File: src/rtl/toy_pack.sv
// Shared definitions for the instruction-fetch memory request block.
//
// Holds the payload widths seen on the front-end and memory interfaces, the
// default outstanding-entry count, the memory transaction id width and the
// per-entry lifecycle state.
//
// A memory transaction id is {opcode, entry index, rob id}, MSB to LSB.
package toy_pack;

  localparam int ADDR_WIDTH              = 32;
  localparam int ICACHE_REQ_OPCODE_WIDTH = 2;
  localparam int MSHR_ENTRY_INDEX_WIDTH  = 3;
  localparam int ROB_ENTRY_ID_WIDTH      = 5;
  localparam int FETCH_DATA_WIDTH        = 32;

  // Default number of outstanding fetches. It must be a power of two and
  // must fit in the entry index field of the transaction id.
  localparam int FETCH_OST_DEPTH = 4;

  localparam int FETCH_MEM_ID_WIDTH =
    ICACHE_REQ_OPCODE_WIDTH + MSHR_ENTRY_INDEX_WIDTH + ROB_ENTRY_ID_WIDTH;

  // FREE: slot unused. PEND: accepted, memory request not yet handed off.
  // WAIT: memory request handed off, ack outstanding. DONE: data captured,
  // waiting for in-order retirement.
  typedef enum logic [1:0] {
    FREE = 2'd0,
    PEND = 2'd1,
    WAIT = 2'd2,
    DONE = 2'd3
  } fetch_ost_state_e;

endpackage

File: src/rtl/toy_fetch_mem_req.sv
// Instruction-fetch memory request tracker.
//
// Accepts fetch requests from the front end, issues them to memory in order,
// accepts memory acks in any order (matched by the entry index carried in the
// transaction id), and returns responses to the front end strictly in
// allocation order. A flush squashes everything in flight: requests not yet
// issued are freed at once, issued ones are marked to be dropped silently
// when their ack comes back.
//
// Ports
//   clk, rst_n                       clock, asynchronous active-low reset
//   fe_req_vld/rdy, fe_req_addr,
//   fe_req_opcode, fe_req_rob_id     front-end request
//   flush                            squash all in-flight fetches
//   fetch_mem_req_vld/rdy,
//   fetch_mem_req_addr/entry_id      memory request
//   fetch_mem_ack_vld/rdy,
//   fetch_mem_ack_data/entry_id      memory ack (rdy tied high)
//   fe_ack_vld/rdy, fe_ack_data,
//   fe_ack_addr/opcode/rob_id        in-order response to the front end
module toy_fetch_mem_req
  import toy_pack::*;
#(
  parameter int OST_DEPTH = FETCH_OST_DEPTH,
  parameter int ID_W      = FETCH_MEM_ID_WIDTH
) (
  input  logic                               clk,
  input  logic                               rst_n,

  input  logic                               fe_req_vld,
  output logic                               fe_req_rdy,
  input  logic [ADDR_WIDTH-1:0]              fe_req_addr,
  input  logic [ICACHE_REQ_OPCODE_WIDTH-1:0] fe_req_opcode,
  input  logic [ROB_ENTRY_ID_WIDTH-1:0]      fe_req_rob_id,

  input  logic                               flush,

  output logic                               fetch_mem_req_vld,
  input  logic                               fetch_mem_req_rdy,
  output logic [ADDR_WIDTH-1:0]              fetch_mem_req_addr,
  output logic [ID_W-1:0]                    fetch_mem_req_entry_id,

  input  logic                               fetch_mem_ack_vld,
  output logic                               fetch_mem_ack_rdy,
  input  logic [FETCH_DATA_WIDTH-1:0]        fetch_mem_ack_data,
  input  logic [ID_W-1:0]                    fetch_mem_ack_entry_id,

  output logic                               fe_ack_vld,
  input  logic                               fe_ack_rdy,
  output logic [FETCH_DATA_WIDTH-1:0]        fe_ack_data,
  output logic [ADDR_WIDTH-1:0]              fe_ack_addr,
  output logic [ICACHE_REQ_OPCODE_WIDTH-1:0] fe_ack_opcode,
  output logic [ROB_ENTRY_ID_WIDTH-1:0]      fe_ack_rob_id
);

  localparam int IDX_W  = $clog2(OST_DEPTH);
  localparam int PTR_W  = IDX_W + 1;
  localparam int OPC_W  = ICACHE_REQ_OPCODE_WIDTH;
  localparam int MSHR_W = MSHR_ENTRY_INDEX_WIDTH;
  localparam int ROB_W  = ROB_ENTRY_ID_WIDTH;

  // Entry state and drop flags (reset) plus payload storage (not reset).
  fetch_ost_state_e state_q [OST_DEPTH];
  fetch_ost_state_e state_d [OST_DEPTH];
  logic [OST_DEPTH-1:0] drop_q, drop_d;

  logic [ADDR_WIDTH-1:0]       addr_q [OST_DEPTH];
  logic [OPC_W-1:0]            opc_q  [OST_DEPTH];
  logic [ROB_W-1:0]            rob_q  [OST_DEPTH];
  logic [FETCH_DATA_WIDTH-1:0] data_q [OST_DEPTH];

  // Ring pointers carry an extra wrap bit so full and empty differ.
  logic [PTR_W-1:0] alloc_ptr_q, alloc_ptr_d;
  logic [PTR_W-1:0] issue_ptr_q, issue_ptr_d;
  logic [PTR_W-1:0] ret_ptr_q,   ret_ptr_d;

  logic [IDX_W-1:0] alloc_idx, issue_idx, ret_idx, ack_idx;
  assign alloc_idx = alloc_ptr_q[IDX_W-1:0];
  assign issue_idx = issue_ptr_q[IDX_W-1:0];
  assign ret_idx   = ret_ptr_q[IDX_W-1:0];

  // Occupancy comes only from registered pointers, so a retirement in this
  // cycle cannot open the front-end door in the same cycle.
  logic full;
  assign full = (alloc_idx == ret_idx) &&
                (alloc_ptr_q[IDX_W] != ret_ptr_q[IDX_W]);

  // ---------------------------------------------------------------------
  // Memory ack decode: split the echoed id into its fields.
  // ---------------------------------------------------------------------
  logic [OPC_W-1:0]  ack_opc;
  logic [MSHR_W-1:0] ack_mshr;
  logic [ROB_W-1:0]  ack_rob;
  logic              ack_in_range;
  logic              ack_hit;
  logic              ack_bad;

  assign ack_rob      = fetch_mem_ack_entry_id[ROB_W-1:0];
  assign ack_mshr     = fetch_mem_ack_entry_id[ROB_W +: MSHR_W];
  assign ack_opc      = fetch_mem_ack_entry_id[ROB_W + MSHR_W +: OPC_W];
  assign ack_idx      = ack_mshr[IDX_W-1:0];
  assign ack_in_range = {1'b0, ack_mshr} < (MSHR_W + 1)'(OST_DEPTH);

  // An ack is only accepted for an entry that is actually waiting and whose
  // echoed opcode and rob id match what was issued; anything else (stale ids
  // from before a reset, duplicates) is ignored.
  assign ack_hit = fetch_mem_ack_vld && ack_in_range &&
                   (state_q[ack_idx] == WAIT) &&
                   (opc_q[ack_idx] == ack_opc) &&
                   (rob_q[ack_idx] == ack_rob);
  assign ack_bad = fetch_mem_ack_vld && !ack_hit;

  assign fetch_mem_ack_rdy = 1'b1;

  // ---------------------------------------------------------------------
  // Handshakes
  // ---------------------------------------------------------------------
  logic fe_fire, mem_fire, ret_fire, drop_retire;

  assign fe_req_rdy        = rst_n && !full && !flush;
  assign fetch_mem_req_vld = (state_q[issue_idx] == PEND);
  assign fe_ack_vld        = (state_q[ret_idx] == DONE) && !drop_q[ret_idx] && !flush;

  assign fe_fire     = fe_req_vld && fe_req_rdy;
  assign mem_fire    = fetch_mem_req_vld && fetch_mem_req_rdy;
  assign ret_fire    = fe_ack_vld && fe_ack_rdy;
  assign drop_retire = (state_q[ret_idx] == DONE) && drop_q[ret_idx];

  // Payloads are forced to zero while their valid is low; they come straight
  // from the entry at the pointer, so they hold while the pointer holds.
  assign fetch_mem_req_addr     = fetch_mem_req_vld ? addr_q[issue_idx] : '0;
  assign fetch_mem_req_entry_id = fetch_mem_req_vld ?
    ID_W'({opc_q[issue_idx], MSHR_W'(issue_idx), rob_q[issue_idx]}) : '0;

  assign fe_ack_data   = fe_ack_vld ? data_q[ret_idx] : '0;
  assign fe_ack_addr   = fe_ack_vld ? addr_q[ret_idx] : '0;
  assign fe_ack_opcode = fe_ack_vld ? opc_q[ret_idx]  : '0;
  assign fe_ack_rob_id = fe_ack_vld ? rob_q[ret_idx]  : '0;

  // ---------------------------------------------------------------------
  // Next-state for entries and pointers. Events touch distinct entries
  // (PEND, WAIT and DONE slots never coincide), so their order only matters
  // for flush, which is applied last to the already-updated states.
  // ---------------------------------------------------------------------
  always_comb begin
    // NOTE: every signal gets a default before any condition, so no path
    // leaves it unassigned and no latch is inferred.
    state_d     = state_q;
    drop_d      = drop_q;
    alloc_ptr_d = alloc_ptr_q;
    issue_ptr_d = issue_ptr_q;
    ret_ptr_d   = ret_ptr_q;

    if (mem_fire) begin
      state_d[issue_idx] = WAIT;
      issue_ptr_d        = issue_ptr_q + PTR_W'(1);
    end

    if (ack_hit) begin
      state_d[ack_idx] = DONE;
    end

    if (ret_fire || drop_retire) begin
      state_d[ret_idx] = FREE;
      drop_d[ret_idx]  = 1'b0;
      ret_ptr_d        = ret_ptr_q + PTR_W'(1);
    end

    if (fe_fire) begin
      state_d[alloc_idx] = PEND;
      drop_d[alloc_idx]  = 1'b0;
      alloc_ptr_d        = alloc_ptr_q + PTR_W'(1);
    end

    // Unissued entries vanish; issued ones stay so their ack can still be
    // absorbed, but they will retire without a front-end response.
    if (flush) begin
      for (int i = 0; i < OST_DEPTH; i++) begin
        if (state_d[i] == PEND) begin
          state_d[i] = FREE;
        end else if (state_d[i] != FREE) begin
          drop_d[i] = 1'b1;
        end
      end
      alloc_ptr_d = issue_ptr_d;
    end
  end

  // NOTE: sequential state uses non-blocking assignments so every flop
  // samples the pre-edge values regardless of statement order.
  always_ff @(posedge clk or negedge rst_n) begin
    if (!rst_n) begin
      for (int i = 0; i < OST_DEPTH; i++) begin
        state_q[i] <= FREE;
      end
      drop_q      <= '0;
      alloc_ptr_q <= '0;
      issue_ptr_q <= '0;
      ret_ptr_q   <= '0;
    end else begin
      state_q     <= state_d;
      drop_q      <= drop_d;
      alloc_ptr_q <= alloc_ptr_d;
      issue_ptr_q <= issue_ptr_d;
      ret_ptr_q   <= ret_ptr_d;
    end
  end

  // NOTE: payload storage has no reset; it is only ever read through an
  // entry whose state says it was written, and outputs are zeroed otherwise.
  always_ff @(posedge clk) begin
    if (fe_fire) begin
      addr_q[alloc_idx] <= fe_req_addr;
      opc_q[alloc_idx]  <= fe_req_opcode;
      rob_q[alloc_idx]  <= fe_req_rob_id;
    end
    if (ack_hit) begin
      data_q[ack_idx] <= fetch_mem_ack_data;
    end
  end

  // An ack that matches no waiting entry points at a memory-side protocol
  // problem or a stale id from before reset.
  always_ff @(posedge clk) begin
    if (rst_n) begin
      assert (!ack_bad)
        else $warning("toy_fetch_mem_req: ack id %h ignored, no waiting entry",
                      fetch_mem_ack_entry_id);
    end
  end

endmodule
File: config.mk
export PLATFORM = sky130hd
export DESIGN_NAME = toy_fetch_mem_req
export DESIGN_NICKNAME = d
export VERILOG_FILES = /design/src/rtl/toy_pack.sv /design/src/rtl/toy_fetch_mem_req.sv
export SDC_FILE = /design/constraint.sdc
export NUM_CORES = 1
export LEC_CHECK = 0
export ABC_CLOCK_PERIOD_IN_PS = 3600
export BUFFER_PORTS_ARGS = -buffer_cell sky130_fd_sc_hd__buf_4
export CORE_ASPECT_RATIO = 1.5
export CORE_MARGIN = 2
export CORE_UTILIZATION = 57
export CTS_CLUSTER_SIZE = 16
export DETAILED_ROUTE_END_ITERATION = 8
export GPL_ROUTABILITY_DRIVEN = 0
export HOLD_SLACK_MARGIN = 0.1
export MAX_ROUTING_LAYER = met4
export PLACE_DENSITY_LB_ADDON = 0.15
export SLEW_MARGIN = 0
export SYNTH_ARGS = -nofsm -noshare
export SYNTH_HDL_FRONTEND = slang
export SYNTH_SLANG_ARGS = --single-unit
File: constraint.sdc
create_clock -name clk -period 3.6 [get_ports clk]
set_clock_uncertainty 0.2 [all_clocks]
set_input_delay 0.54 -clock clk [delete_from_list [all_inputs] [get_ports clk]]
set_output_delay 0.54 -clock clk [all_outputs]
set_load 0.05 [all_outputs]
== Yosys cells after proc, flatten, opt, wreduce, memory -nomap -nowiden ==
Memory sizes are Yosys's and may differ from the RTL's.
Index checks and enable logic that the tools add are counted.

* Reduce and logical (&&, ||, !) cells: 28
* Bitwise operators: 17
* Order comparisons: 13
* Div/mod/pow operators: 0
* Add/sub/neg operators: 3
* Shift-type cells: 0
* Multiply operators: 0
* Equal/unequal tests: 11
* Muxes and demuxes: 56

{| class="wikitable"
|+ Operators with widths
! cell !! number
|-
| $mux W32 || 3
|-
| $mux W8 || 5
|-
| $mux W2 || 15
|-
| $logic_and A1 B1 Y1 || 19
|-
| $and A4 B4 Y4 || 4
|-
| $demux W2 S2 || 4
|-
| $not A4 Y4 || 4
|-
| $mux W1 || 15
|-
| $bmux W2 S2 || 3
|-
| $ge A3 B3 Y1 const B || 4
|-
| $lt A3 B1 Y1 const B || 4
|-
| $mux W4 || 3
|-
| $not A2 Y3 || 4
|-
| $eq A2 B1 Y1 const B || 5
|-
| $mux W10 || 1
|-
| $reduce_bool A2 Y1 || 5
|-
| $add A3 B1 Y3 const B || 3
|-
| $mux W3 || 3
|-
| $and A8 B8 Y8 || 1
|-
| $not A8 Y8 || 1
|-
| $or A4 B4 Y4 || 2
|-
| $or A8 B8 Y8 || 1
|-
| $lt A2 B3 Y1 const B || 2
|-
| $eq A5 B5 Y1 || 1
|-
| other kinds (10) || 16
|}

* Output and inout bits: 117
* Bits in latches: 0
* Input bits: 88
* Bits in read-only memories: 0
* Flip-flop bits (word level): 21
* Bits in writable memories: 284
* Logic and storage cells: 140
* Memories: 4

{| class="wikitable"
|+ Memory list
! memory !! words !! width !! read ports !! clocked after Yosys merged registers in !! wr ports !! RTL line !! text
|-
| addr_q || 4 || 32 || 2 || 0 || 1 || toy_fetch_mem_req.sv:67 || <nowiki>logic [ADDR_WIDTH-1:0] addr_q [OST_DEPTH];</nowiki>
|-
| data_q || 4 || 32 || 1 || 0 || 1 || toy_fetch_mem_req.sv:70 || <nowiki>logic [FETCH_DATA_WIDTH-1:0] data_q [OST_DEPTH];</nowiki>
|-
| rob_q || 4 || 5 || 3 || 0 || 1 || toy_fetch_mem_req.sv:69 || <nowiki>logic [ROB_W-1:0] rob_q [OST_DEPTH];</nowiki>
|-
| opc_q || 4 || 2 || 3 || 0 || 1 || toy_fetch_mem_req.sv:68 || <nowiki>logic [OPC_W-1:0] opc_q [OST_DEPTH];</nowiki>
|}

== Depth between registers and ports, before layout ==
Gate-level depths: netlist (run 1).

* Word-level depth: 18
* Mapped depth: 8
* Gate-level depth less buffers: 6

== Worst setup path before layout (run 1) ==
Ideal clock, no wire load.

* Path type: register to output
* From: register issue_ptr_q[0]
* To: output port fetch_mem_req_addr[28]
* Arrival: 2.483 ns
* Cell stages (with the launch flop): 8
* Slack: 0.377 ns
* Path through: dfrtp_1 buf_4 inv_2 mux4_2 inv_2 buf_6 clkbuf_1 and2_1

* Word-level cells in the longest chain between the ends: 6
* Elaborated cells on any way between the ends: 7
* Classes of those cells: 1 x eq/ne; 4 x mux; 1 x bitwise; 1 x memory

{| class="wikitable"
|+ Ends and longest elaborated chain
! element !! RTL line !! text
|-
| start: declaration || toy_fetch_mem_req.sv:74 || <nowiki>logic [PTR_W-1:0] issue_ptr_q, issue_ptr_d;</nowiki>
|-
| start signal: assignment || toy_fetch_mem_req.sv:204 || <nowiki>issue_ptr_q <= issue_ptr_d;</nowiki>
|-
| $not A2 Y3 (not written as such) || toy_fetch_mem_req.sv:121 || <nowiki>assign fetch_mem_req_vld = (state_q[issue_idx] == PEND);</nowiki>
|-
| $bmux W2 S2 || toy_fetch_mem_req.sv:121 ||
|-
| $mux W2 (not written as such) (2 in series) || toy_fetch_mem_req.sv:121 ||
|-
| $eq A2 B1 Y1 || toy_fetch_mem_req.sv:121 ||
|-
| via fetch_mem_req_vld || toy_fetch_mem_req.sv:38 || <nowiki>output logic fetch_mem_req_vld,</nowiki>
|-
| $mux W32 || toy_fetch_mem_req.sv:131 || <nowiki>assign fetch_mem_req_addr = fetch_mem_req_vld ? addr_q[issue_idx] : '0;</nowiki>
|-
| end: declaration || toy_fetch_mem_req.sv:40 || <nowiki>output logic [ADDR_WIDTH-1:0] fetch_mem_req_addr,</nowiki>
|}

The timed path passes the listed nets, and every way through them passes these cells. The select of a mux whose other input is x is not followed.

== Final worst setup path (run 1) ==
* From: register ret_ptr_q[0]
* To: output port fe_ack_addr[31]

* Word-level cells in the longest chain between the ends: 8
* Elaborated cells on any way between the ends: 12
* Classes of those cells: 1 x eq/ne; 6 x mux; 1 x bitwise; 3 x reduce/logical; 1 x memory

{| class="wikitable"
|+ Ends and longest elaborated chain
! element !! RTL line !! text
|-
| start: declaration || toy_fetch_mem_req.sv:75 || <nowiki>logic [PTR_W-1:0] ret_ptr_q, ret_ptr_d;</nowiki>
|-
| start signal: assignment || toy_fetch_mem_req.sv:205 || <nowiki>ret_ptr_q <= ret_ptr_d;</nowiki>
|-
| $not A2 Y3 (not written as such) || toy_fetch_mem_req.sv:122 || <nowiki>assign fe_ack_vld = (state_q[ret_idx] == DONE) && !drop_q[ret_idx] && !flush;</nowiki>
|-
| $bmux W2 S2 || toy_fetch_mem_req.sv:122 ||
|-
| $mux W2 (not written as such) (2 in series) || toy_fetch_mem_req.sv:122 ||
|-
| $eq A2 B2 Y1 || toy_fetch_mem_req.sv:122 ||
|-
| $logic_and A1 B1 Y1 (2 in series) || toy_fetch_mem_req.sv:122 ||
|-
| $mux W32 (*) || toy_fetch_mem_req.sv:136 || <nowiki>assign fe_ack_addr = fe_ack_vld ? addr_q[ret_idx] : '0;</nowiki>
|-
| end: declaration || toy_fetch_mem_req.sv:51 || <nowiki>output logic [ADDR_WIDTH-1:0] fe_ack_addr,</nowiki>
|}

Mark *: on every way between the ends. The rest lies on a longest branch, timed or not. The select of a mux whose other input is x is not followed.

==> results.yml, run 1 <==
status:
  outcome: "finished clean"
place:
  dpl.hpwl_um: 20100
  place_area_sq_um: 15700
  dp_slack_ns: 0.367
  portBuffers: 202
drt:
  drt_iter0_markers: 472
  wl_um: 31900
  drt_first_pass_iters: 5
  ant_nets: 0
  via_per_inst: 6.02
  wire_per_inst_um: 23.8
  num_vias: 8064
  drc_errors: 0
logic_synthesis:
  synthXorXnorAreaFrac_pct: 1.29
  post_synth_num_cell_types: 51
  synth_commonest_cells: "edfxtp_1, mux4_2, and3_1"
  synth.top_cells.by_area: "edfxtp_1, mux4_2, dfrtp_1"
  post_synth_inst_count: 731
  synthAdderAreaFrac_pct: 1.09
  async_flop_share_pct: 6.89
  synth_top_area_share_pct: 62.1
  syn_nets: 831
  synth_compound_area_share_pct: 1.57
  synth_top_cell_by_area: "edfxtp_1"
  seq_area_frac_synth_pct: 65.9
  synth_top_family_by_area: "multiplexers"
  synth.most_common_cell: "edfxtp_1"
  avgSynthCellArea_sq_um: 18.8
  ys_ff_latch: 305
  synth_edf_count: 284
  syn_area_sq_um: 13700
  yosys_warnings: 0
  synth_simple_gate_area_share_pct: 7.72
  synth_ff_type: "edfxtp_1"
  synth_mux_area_share_pct: 20.2
clock_network:
  cts.sinks: 305
  numCtsBuffers: 27
  clk_latency_ns: 0.55
  path_clk_slew_ns: 0.06
  clockBufferDepth: 3
  htree_levels: 1
  cts-root-buf: "clkbuf_16"
  cts_tree: "done"
timing:
  period_share_pct: 96.4
  period_needed_ns: 3.47
  finalSetupViolCount: 0
  maxSlewViolCount: 0
  layout_setup_ws_ns: 0.129
  final.setup.tns_ns: 0
  fmax_ghz: 0.288
  relSlewSlack_pct: 44.9
  worst_slew_pin_slew_ns: 0.827
  hold_viol: 0
  rsz0062_at_grt: "no"
  hold-worst-slack_ns: 0.131
setup_path:
  worstPathArrival_ns: 2.73
  cp_data_required_time_ns: 2.86
  path_max_fanout: 45
  endpoint_kind: "output port"
  worstPathCellList: "inv_1, mux4_2, buf_12, and3_1, buf_4"
  rr_startpoint: "ret_ptr_q[1]"
  max_stage_delay_ns: 0.75
  r2r_cells: 5
  timing.rr.end: "rob_q[0][4]"
  rrSetupSlack_ns: 0.71
  crit_slowest_cell: "mux4_2"
  cp-start-kind: "register"
  crit_type: "reg -> out"
layout:
  nFillCells: 1481
  diodes: 0
  design_area_sq_um: 17400
  final_nets: 1102
  final_layout_size_suffix_gt1_share_pct: 40.0
  regArea_sq_um: 9070
  syn_to_final_growth_pct: 26.6
  multiInputGateArea_sq_um: 4390
grt:
  grt_pass1_wl_um: 48600
  grt_pass1_vias: 8937
  grt_overflow: 0
  grt_max_degree: 59
  grt_util_all_layers_pct: 26.3
  antenna_found_initial: 0
floorplanning:
  pin_count: 205
  start_util_pct: 58.0
  num_rows: 69
  placeableCoreArea_sq_um: 23700
  die_w_um: 131
  die_h_um: 194
  die_area_sq_um: 25400
power:
  p_total_mw: 10.2
  vdd_ir_drop_max_mv: 0.466
  leakagePower_nw: 6.62
  cellPowerDensity_nw_per_um2: 586
hold_path:
  hp-start: "flush"
  hold_class: "in -> reg"
  worstHoldEndpoint: "alloc_ptr_q[1]"
  holdPathStages: 2
job:
  maxCapViolations: 0
==> state kept, by name (all words and copies together), names as in the netlist <==
name,cells
drop_q,4
addr_q,128
rob_q,20
state_q,8
data_q,128
ret_ptr_q,3
alloc_ptr_q,3
opc_q,8
issue_ptr_q,3
==> through the flow <==
| step | instances | utilization (%) |
|---|---|---|
| 3_5_place_dp | 1220 | 66.4 |
| 3_3_place_gp | 1220 | 66.4 |
| 4_1_cts | 1340 | 73.4 |
| 6_report | 1340 | 73.5 |
| 2_1_floorplan | 731 | - |
| 5_1_grt | 1340 | 73.5 |
==> logic make-up after synthesis <==
kind of cell,after synthesis
multiplexers,126
AND/OR/NAND/NOR,174
XOR/XNOR,16
other,2
adder cells (fa/ha/maj),12
buffers and inverters,67
flip-flops,305
AO/OA/AOI/OAI,29
==> layer usage <==
metal | share of wire [%] | wire length (um) | up-vias | track usage, %
met4 | 2.8 | 888 | 0 | 8.83
met2 | 56 | 17900 | 310 | 47.1
met1 | 36 | 11400 | 4174 | 30.3
met5 | 0 | 0 | - | -
li1 | - | - | 3516 | -
met3 | 5.5 | 1760 | 64 | 3.42
==> cell usage in the layout, fill, tap and decap left out, types with 8 or more instances in the layout <==
| master | n |
|---|---|
| nand2_1 | 8 |
| buf_12 | 10 |
| dfrtp_1 | 17 |
| edfxtp_1 | 284 |
| buf_4 | 214 |
| clkbuf_16 | 29 |
| inv_1 | 10 |
| dlygate4sd3_1 | 72 |
| and2_1 | 43 |
| xnor2_1 | 9 |
| nand2b_1 | 8 |
| ha_1 | 12 |
| mux4_2 | 119 |
| and3_1 | 75 |
==> layout make-up <==
cell class / count / area share (%)
flip-flops and latches: 305 / 52.2
multi-input cells: 359 / 25.3
repair buffers: 297 / 14.6
clock buffers: 41 / 4.72
well taps: 319 / 2.30
clock inverters: 7 / 0.641
inverters: 12 / 0.266
==> worst max-delay path, delay by kind of cell (launching register included) <==
family	cells	cell delay, ns
muxes	1	0.75
buffers and inverters	3	0.70
DFF	1	0.51
and+or+nand+nor	1	0.20
==> report_power, final <==
group	leakage [nW]	switching, mW	internal [mW]
logic	3.35	1.61	1.32
clock network	0.456	1.22	1.78
registers	2.81	0.167	4.08
total	6.62	3.00	7.18
==> worst max path at each step <==
stage / slack, ns / from / end
6_report: 0.13 / ret_ptr_q[0] / fe_ack_addr[31]
5_1_grt: 0.03 / issue_ptr_q[0] / fetch_mem_req_addr[13]
4_1_cts: 0.06 / issue_ptr_q[0] / fetch_mem_req_entry_id[1]
3_5_place_dp: 0.37 / fetch_mem_ack_entry_id[5] / data_q[0][20]
3_3_place_gp: 0.44 / fetch_mem_ack_entry_id[5] / data_q[0][26]
2_1_floorplan: 0.38 / issue_ptr_q[0] / fetch_mem_req_addr[28]
==> timing repair <==
item	CTS	global route
gates resized for setup	0	2
setup endpoints to repair	0	25
setup buffers	0	0
hold buffers	72	0
hold endpoints to repair	305	0
No activity file was read; power rests on OpenSTA's default activity.
==> run 2, diff against run 1 <==
Settings changed: BUFFER_PORTS_ARGS -buffer_cell sky130_fd_sc_hd__buf_4 to -buffer_cell sky130_fd_sc_hd__buf_2, CORE_ASPECT_RATIO 1.5 to 1.4.
==> run 2 against run 1 <==
Combinational power fell by 5%. Die area about the same. Critical path depth did not move. Global-route usage decreased by 0.32 points. Power is 0.16% lower. Register-to-register slack gained 0.03 ns. Wire length fell by 1.7%. Fmax increased by 2.5%. Highest routed layer unchanged.
==> results.yml, run 2 (synthesis results as in run 1) <==
status:
  outcome: "finished clean"
clock_network:
  post_cts_buffers: 0
  htree_levels: 1
  clockBufferDepth: 3
  path_clk_slew_ns: 0.06
  cts.sinks: 305
  clk_latency_ns: 0.54
  numCtsBuffers: 28
  cts-root-buf: "clkbuf_16"
  cts_tree: "done"
setup_path:
  rrSetupSlack_ns: 0.74
  timing.rr.end: "data_q[1][26]"
  cp_data_required_time_ns: 2.86
  path_max_fanout: 38
  critPathTopFamily: "buffers and inverters"
  max_stage_delay_ns: 0.64
  endpoint_kind: "output port"
  crit_slowest_cell: "dfrtp_4"
  crit_type: "reg -> out"
  crit_buf_inv: 2
  rr_startpoint: "rob_q[3][2]"
  worstPathCellList: "mux4_2, nor2_4, buf_4, and3_1, buf_2"
  r2r_cells: 6
  worstPathArrival_ns: 2.65
  cp-start-kind: "register"
timing:
  final.setup.tns_ns: 0
  hold-worst-slack_ns: 0.200
  maxSlewViolCount: 0
  period_share_pct: 94.1
  rsz0062_at_grt: "no"
  finalSetupViolCount: 0
  fmax_ghz: 0.295
  relSlewSlack_pct: 54.3
  period_needed_ns: 3.39
  hold_viol: 0
  worst_slew_pin_slew_ns: 0.686
floorplanning:
  die_h_um: 188
  placeableCoreArea_sq_um: 23800
  start_util_pct: 57.7
  pin_count: 205
  die_area_sq_um: 25400
  num_rows: 67
  die_w_um: 135
grt:
  antenna_found_initial: 0
  grt_pass1_wl_um: 48600
  grt_max_degree: 49
  grt_overflow: 0
  grt_util_all_layers_pct: 26.0
  grt_pass1_vias: 8714
layout:
  final_cell_mix: "edfxtp_1, buf_2, mux4_2"
  reg.largest.list: "addr_q (128), data_q (128), rob_q (20)"
  nFillCells: 1569
  diodes: 0
  final_common_cell: "edfxtp_1"
  instances_no_fill: 1335
  final_nets: 1106
  syn_to_final_growth_pct: 23.0
  final_layout_size_suffix_gt1_share_pct: 40.7
place:
  dpl.hpwl_um: 19700
  portBuffers: 202
  dp.cells: 1214
power:
  vdd_ir_drop_max_mv: 0.540
  p_total_mw: 10.2
  cellPowerDensity_nw_per_um2: 602
  leakagePower_nw: 6.58
drt:
  wire_per_inst_um: 23.5
  via_per_inst: 6.02
  wl_um: 31400
  drc_errors: 0
  drt_iter0_markers: 479
  drt_first_pass_iters: 5
  num_vias: 8041
  ant_nets: 0
hold_path:
  hp-start: "fetch_mem_req_rdy"
  holdPathStages: 3
  worstHoldEndpoint: "state_q[3]"
  hold_class: "in -> reg"
job:
  maxCapViolations: 0
==> run 2: changes by cell type in the layout (fill, tap and decap cells not counted), moves of 2 or more <==
cell / change
and3b_2: +2
buf_4: -196
clkinv_1: +2
clkinv_2: +4
clkbuf_8: -5
clkbuf_1: -4
buf_2: +202
buf_12: -2
and3b_1: -2
bufinv_16: +3
==> run 2: area by class of cell <==
type / instances / area (sq um) / share of cell area, %
clock buffer: 32 / 737 / 4.36
clock inverter: 17 / 233 / 1.38
inverter: 12 / 45.0 / 0.267
multi-input combinational: 359 / 4400 / 26.0
sequential: 305 / 9060 / 53.7
tap: 310 / 388 / 2.30
timing repair buffer: 300 / 2030 / 12.0
==> run 2: stage by stage <==
step                area [sq um]  setup WS [ns]  utilization, %
global route               16900         0.0949            70.9
global placement           15200          0.224            63.8
finish                     16900          0.214            70.9
floorplan                  13700          0.377               -
detailed placement         15200          0.170            63.8
CTS                        16900          0.207            70.9
==> run 2: how the worst max path moves through the flow <==
stage / from / end / slack [ns] / cells past startpoint
6_report: ret_ptr_q[1] / fe_ack_data[27] / 0.21 / 5
5_1_grt: ret_ptr_q[1] / fe_ack_data[27] / 0.09 / 5
4_1_cts: ret_ptr_q[1] / fe_ack_rob_id[4] / 0.21 / 4
2_1_floorplan: issue_ptr_q[0] / fetch_mem_req_addr[28] / 0.38 / 7
3_5_place_dp: fetch_mem_ack_entry_id[5] / data_q[1][22] / 0.17 / 7
3_3_place_gp: fetch_mem_ack_entry_id[5] / data_q[1][23] / 0.22 / 7
==> run 2: what timing repair did <==
item | 4_1_cts | 5_1_grt
endpoints found under the hold margin | 305 | 0
gates resized for setup | 0 | 0
hold buffers | 72 | 0
==> run 2: routing by layer <==
metal  share of wire [%]  GRT usage (%)  vias to the layer above
met4                 2.2           7.05                        0
met3                 5.9           4.27                       60
met5                   0              -                        -
li1                    -              -                     3528
met2                  55           46.3                      285
met1                  37           30.7                     4168
==> run 2: power breakdown <==
group          total, mW  internal (mW)  switching (mW)  leakage, nW
clock               3.13           1.89            1.24        0.476
combinational       2.79           1.22            1.57         3.30
sequential          4.24           4.08           0.162         2.81
total               10.2           7.18            2.98         6.58
==> run 2: worst min-delay path, delay by kind of cell <==
kind,cells,cell delay [ns]
AO/OA/AOI/OAI,1,0.07
AND/OR/NAND/NOR,1,0.11
buffers and inverters,1,0.17
==> run 3, diff against run 2 <==
Settings changed: CELL_PAD_IN_SITES_DETAIL_PLACEMENT set to 0, CELL_PAD_IN_SITES_GLOBAL_PLACEMENT set to 1, CORE_UTILIZATION 57 to 34, CTS_BUF_LIST set to sky130_fd_sc_hd__clkbuf_16.
==> run 3 against run 2 <==
Worst setup slack improved by 0.0048 ns. Global-route usage fell by 9.1 points. Via count fell by 3.2%. Clock-buffer cell count fell by 1. Register-to-register slack improved by 0.20 ns. Die area rose by 66%. Final cell count rose by 18%. Sequential power barely moved. First-iteration DRC count fell by 22%. Core utilization fell by 28 points. Non-clock buffer count rose by 8.
==> results.yml, run 3 (synthesis results as in run 1) <==
status:
  outcome: "finished clean"
grt:
  grt_use_met3_pct: 2.11
  grt_util_all_layers_pct: 16.9
  grt-busiest-layer: "met2"
  met1_usage_pct: 19.8
  use_met2_pct: 30.7
  grt_max_degree: 50
  grt_overflow: 0
  grt_pass1_wl_um: 52300
  antenna_found_initial: 0
  grt_pass1_vias: 8794
drt:
  drc_errors: 0
  num_vias: 7784
  drt_iter0_markers: 372
  wire_per_inst_um: 21.9
  drt_first_pass_iters: 4
  ant_nets: 0
  via_per_inst: 4.95
  wl_um: 34400
floorplanning:
  pin_count: 205
  die_w_um: 174
  die_h_um: 242
  num_rows: 87
  start_util_pct: 34.3
  die_area_sq_um: 42000
  placeableCoreArea_sq_um: 40100
power:
  p_switching_mw: 3.10
  vdd_ir_drop_max_mv: 0.381
  pwr-share-clk_pct: 29.6
  leakagePower_nw: 6.65
  share_seq_of_total_power_pct: 41.7
  swShare_pct: 30.6
  cellPowerDensity_nw_per_um2: 587
  intPower_mw: 7.03
  pwr-share-comb_pct: 28.7
clock_network:
  cts.sinks: 305
  numCtsBuffers: 31
  path_clk_slew_ns: 0.06
  cts_tree: "done"
  clockBufferDepth: 3
  htree_levels: 1
  cts-root-buf: "clkbuf_16"
  clk_latency_ns: 0.57
setup_path:
  cp_data_required_time_ns: 2.86
  cp-start-kind: "register"
  path_max_fanout: 23
  crit_type: "reg -> out"
  worstPathCellList: "nand2b_1, mux4_2, inv_2, buf_4, and2_1, buf_2"
  endpoint_kind: "output port"
  critPathTopFamily: "buffers and inverters"
  crit_buf_inv: 3
  max_stage_delay_ns: 0.55
  crit_slowest_cell: "mux4_2"
  worstPathArrival_ns: 2.64
layout:
  diodes: 0
  instances_no_fill: 1574
  final_nets: 1117
  reg.largest.list: "addr_q (128), data_q (128), rob_q (20)"
  final_util_pct: 43.0
  syn_to_final_growth_pct: 25.6
  final_common_cell: "edfxtp_1"
  final_cell_mix: "edfxtp_1, buf_2, mux4_2"
  final_layout_size_suffix_gt1_share_pct: 40.5
timing:
  period_needed_ns: 3.38
  worst_slew_pin_slew_ns: 0.757
  hold_viol: 0
  maxSlewViolCount: 0
  period_share_pct: 93.9
  finalSetupViolCount: 0
  final.setup.tns_ns: 0
  relSlewSlack_pct: 49.5
  fmax_ghz: 0.296
  rsz0062_at_grt: "no"
hold_path:
  hold_class: "in -> reg"
job:
  maxCapViolations: 0
place:
  dp.cells: 1443
  dpl.hpwl_um: 21900
  portBuffers: 202
run 3: cell types whose count changed in the layout (fill, tap and decap cells not counted), sizes merged:
cell	previous run	this run
bufinv	6	2
buf	228	236
clkinv	10	12
clkbuf	32	31
inv	12	21
clkinvlp	1	2
run 3: power groups by stage:
stage / clock network [mW] / logic [mW] / registers, mW
floorplan: 0 / 2.11 / 4.24
global placement: 0 / 2.89 / 4.31
detailed placement: 0 / 2.90 / 4.31
CTS: 3.10 / 2.97 / 4.23
global route: 3.24 / 3.14 / 4.24
finish: 3.00 / 2.90 / 4.22
run 3: worst paths after layout:
kind                       depth (start not counted)  slack [ns]                    end              start
max                                                6        0.22  fetch_mem_req_addr[2]         state_q[1]
min                                                3        0.17             state_q[3]  fetch_mem_req_rdy
max reg2reg                                        7        0.94           data_q[2][9]        rob_q[3][2]
min reg2reg                                        1        0.29         issue_ptr_q[2]     issue_ptr_q[2]
max in group asynchronous                          3        2.62           ret_ptr_q[0]              rst_n
min in group asynchronous                          3        0.31           ret_ptr_q[1]              rst_n
run 3: layout make-up:
class / count / area (sq um)
clock buffers: 31 / 776
clock inverters: 25 / 170
fillers: 3747 / 22800
inverters: 12 / 45.0
multi-input cells: 359 / 4390
flip-flops and latches: 305 / 9060
well taps: 534 / 668
repair buffers: 308 / 2130
run 3: repair_timing:
item | in CTS | in global routing
hold endpoints to repair | 305 | 0
gates resized for setup | 0 | 1
hold buffers | 72 | 0
endpoints found under the setup margin | 0 | 57
buffers inserted | 0 | 3
run 3: routing by layer:
metal  wire length, um  share of wire [%]
met4               644                1.9
met3              1470                4.3
met5                 0                  0
met2             18600                 54
met1             13700                 40
run 3: tightest hold or removal path: cells and delay by family:
family	cells	cell delay [ns]
and+or+nand+nor	1	0.11
buffers and inverters	1	0.17
AOI/OAI and AO/OA	1	0.07
run 3: stage by stage:
step	cell area [sq um]	hold WS, ns	worst slack (ns)	total power, mW
2_1_floorplan	13700	0.0444	0.377	6.35
4_1_cts	17200	0.138	0.0474	10.3
3_3_place_gp	15600	0.284	0.405	7.20
5_1_grt	17200	0.172	0.0681	10.6
3_5_place_dp	15600	0.278	0.375	7.21
6_report	17200	0.165	0.219	10.1
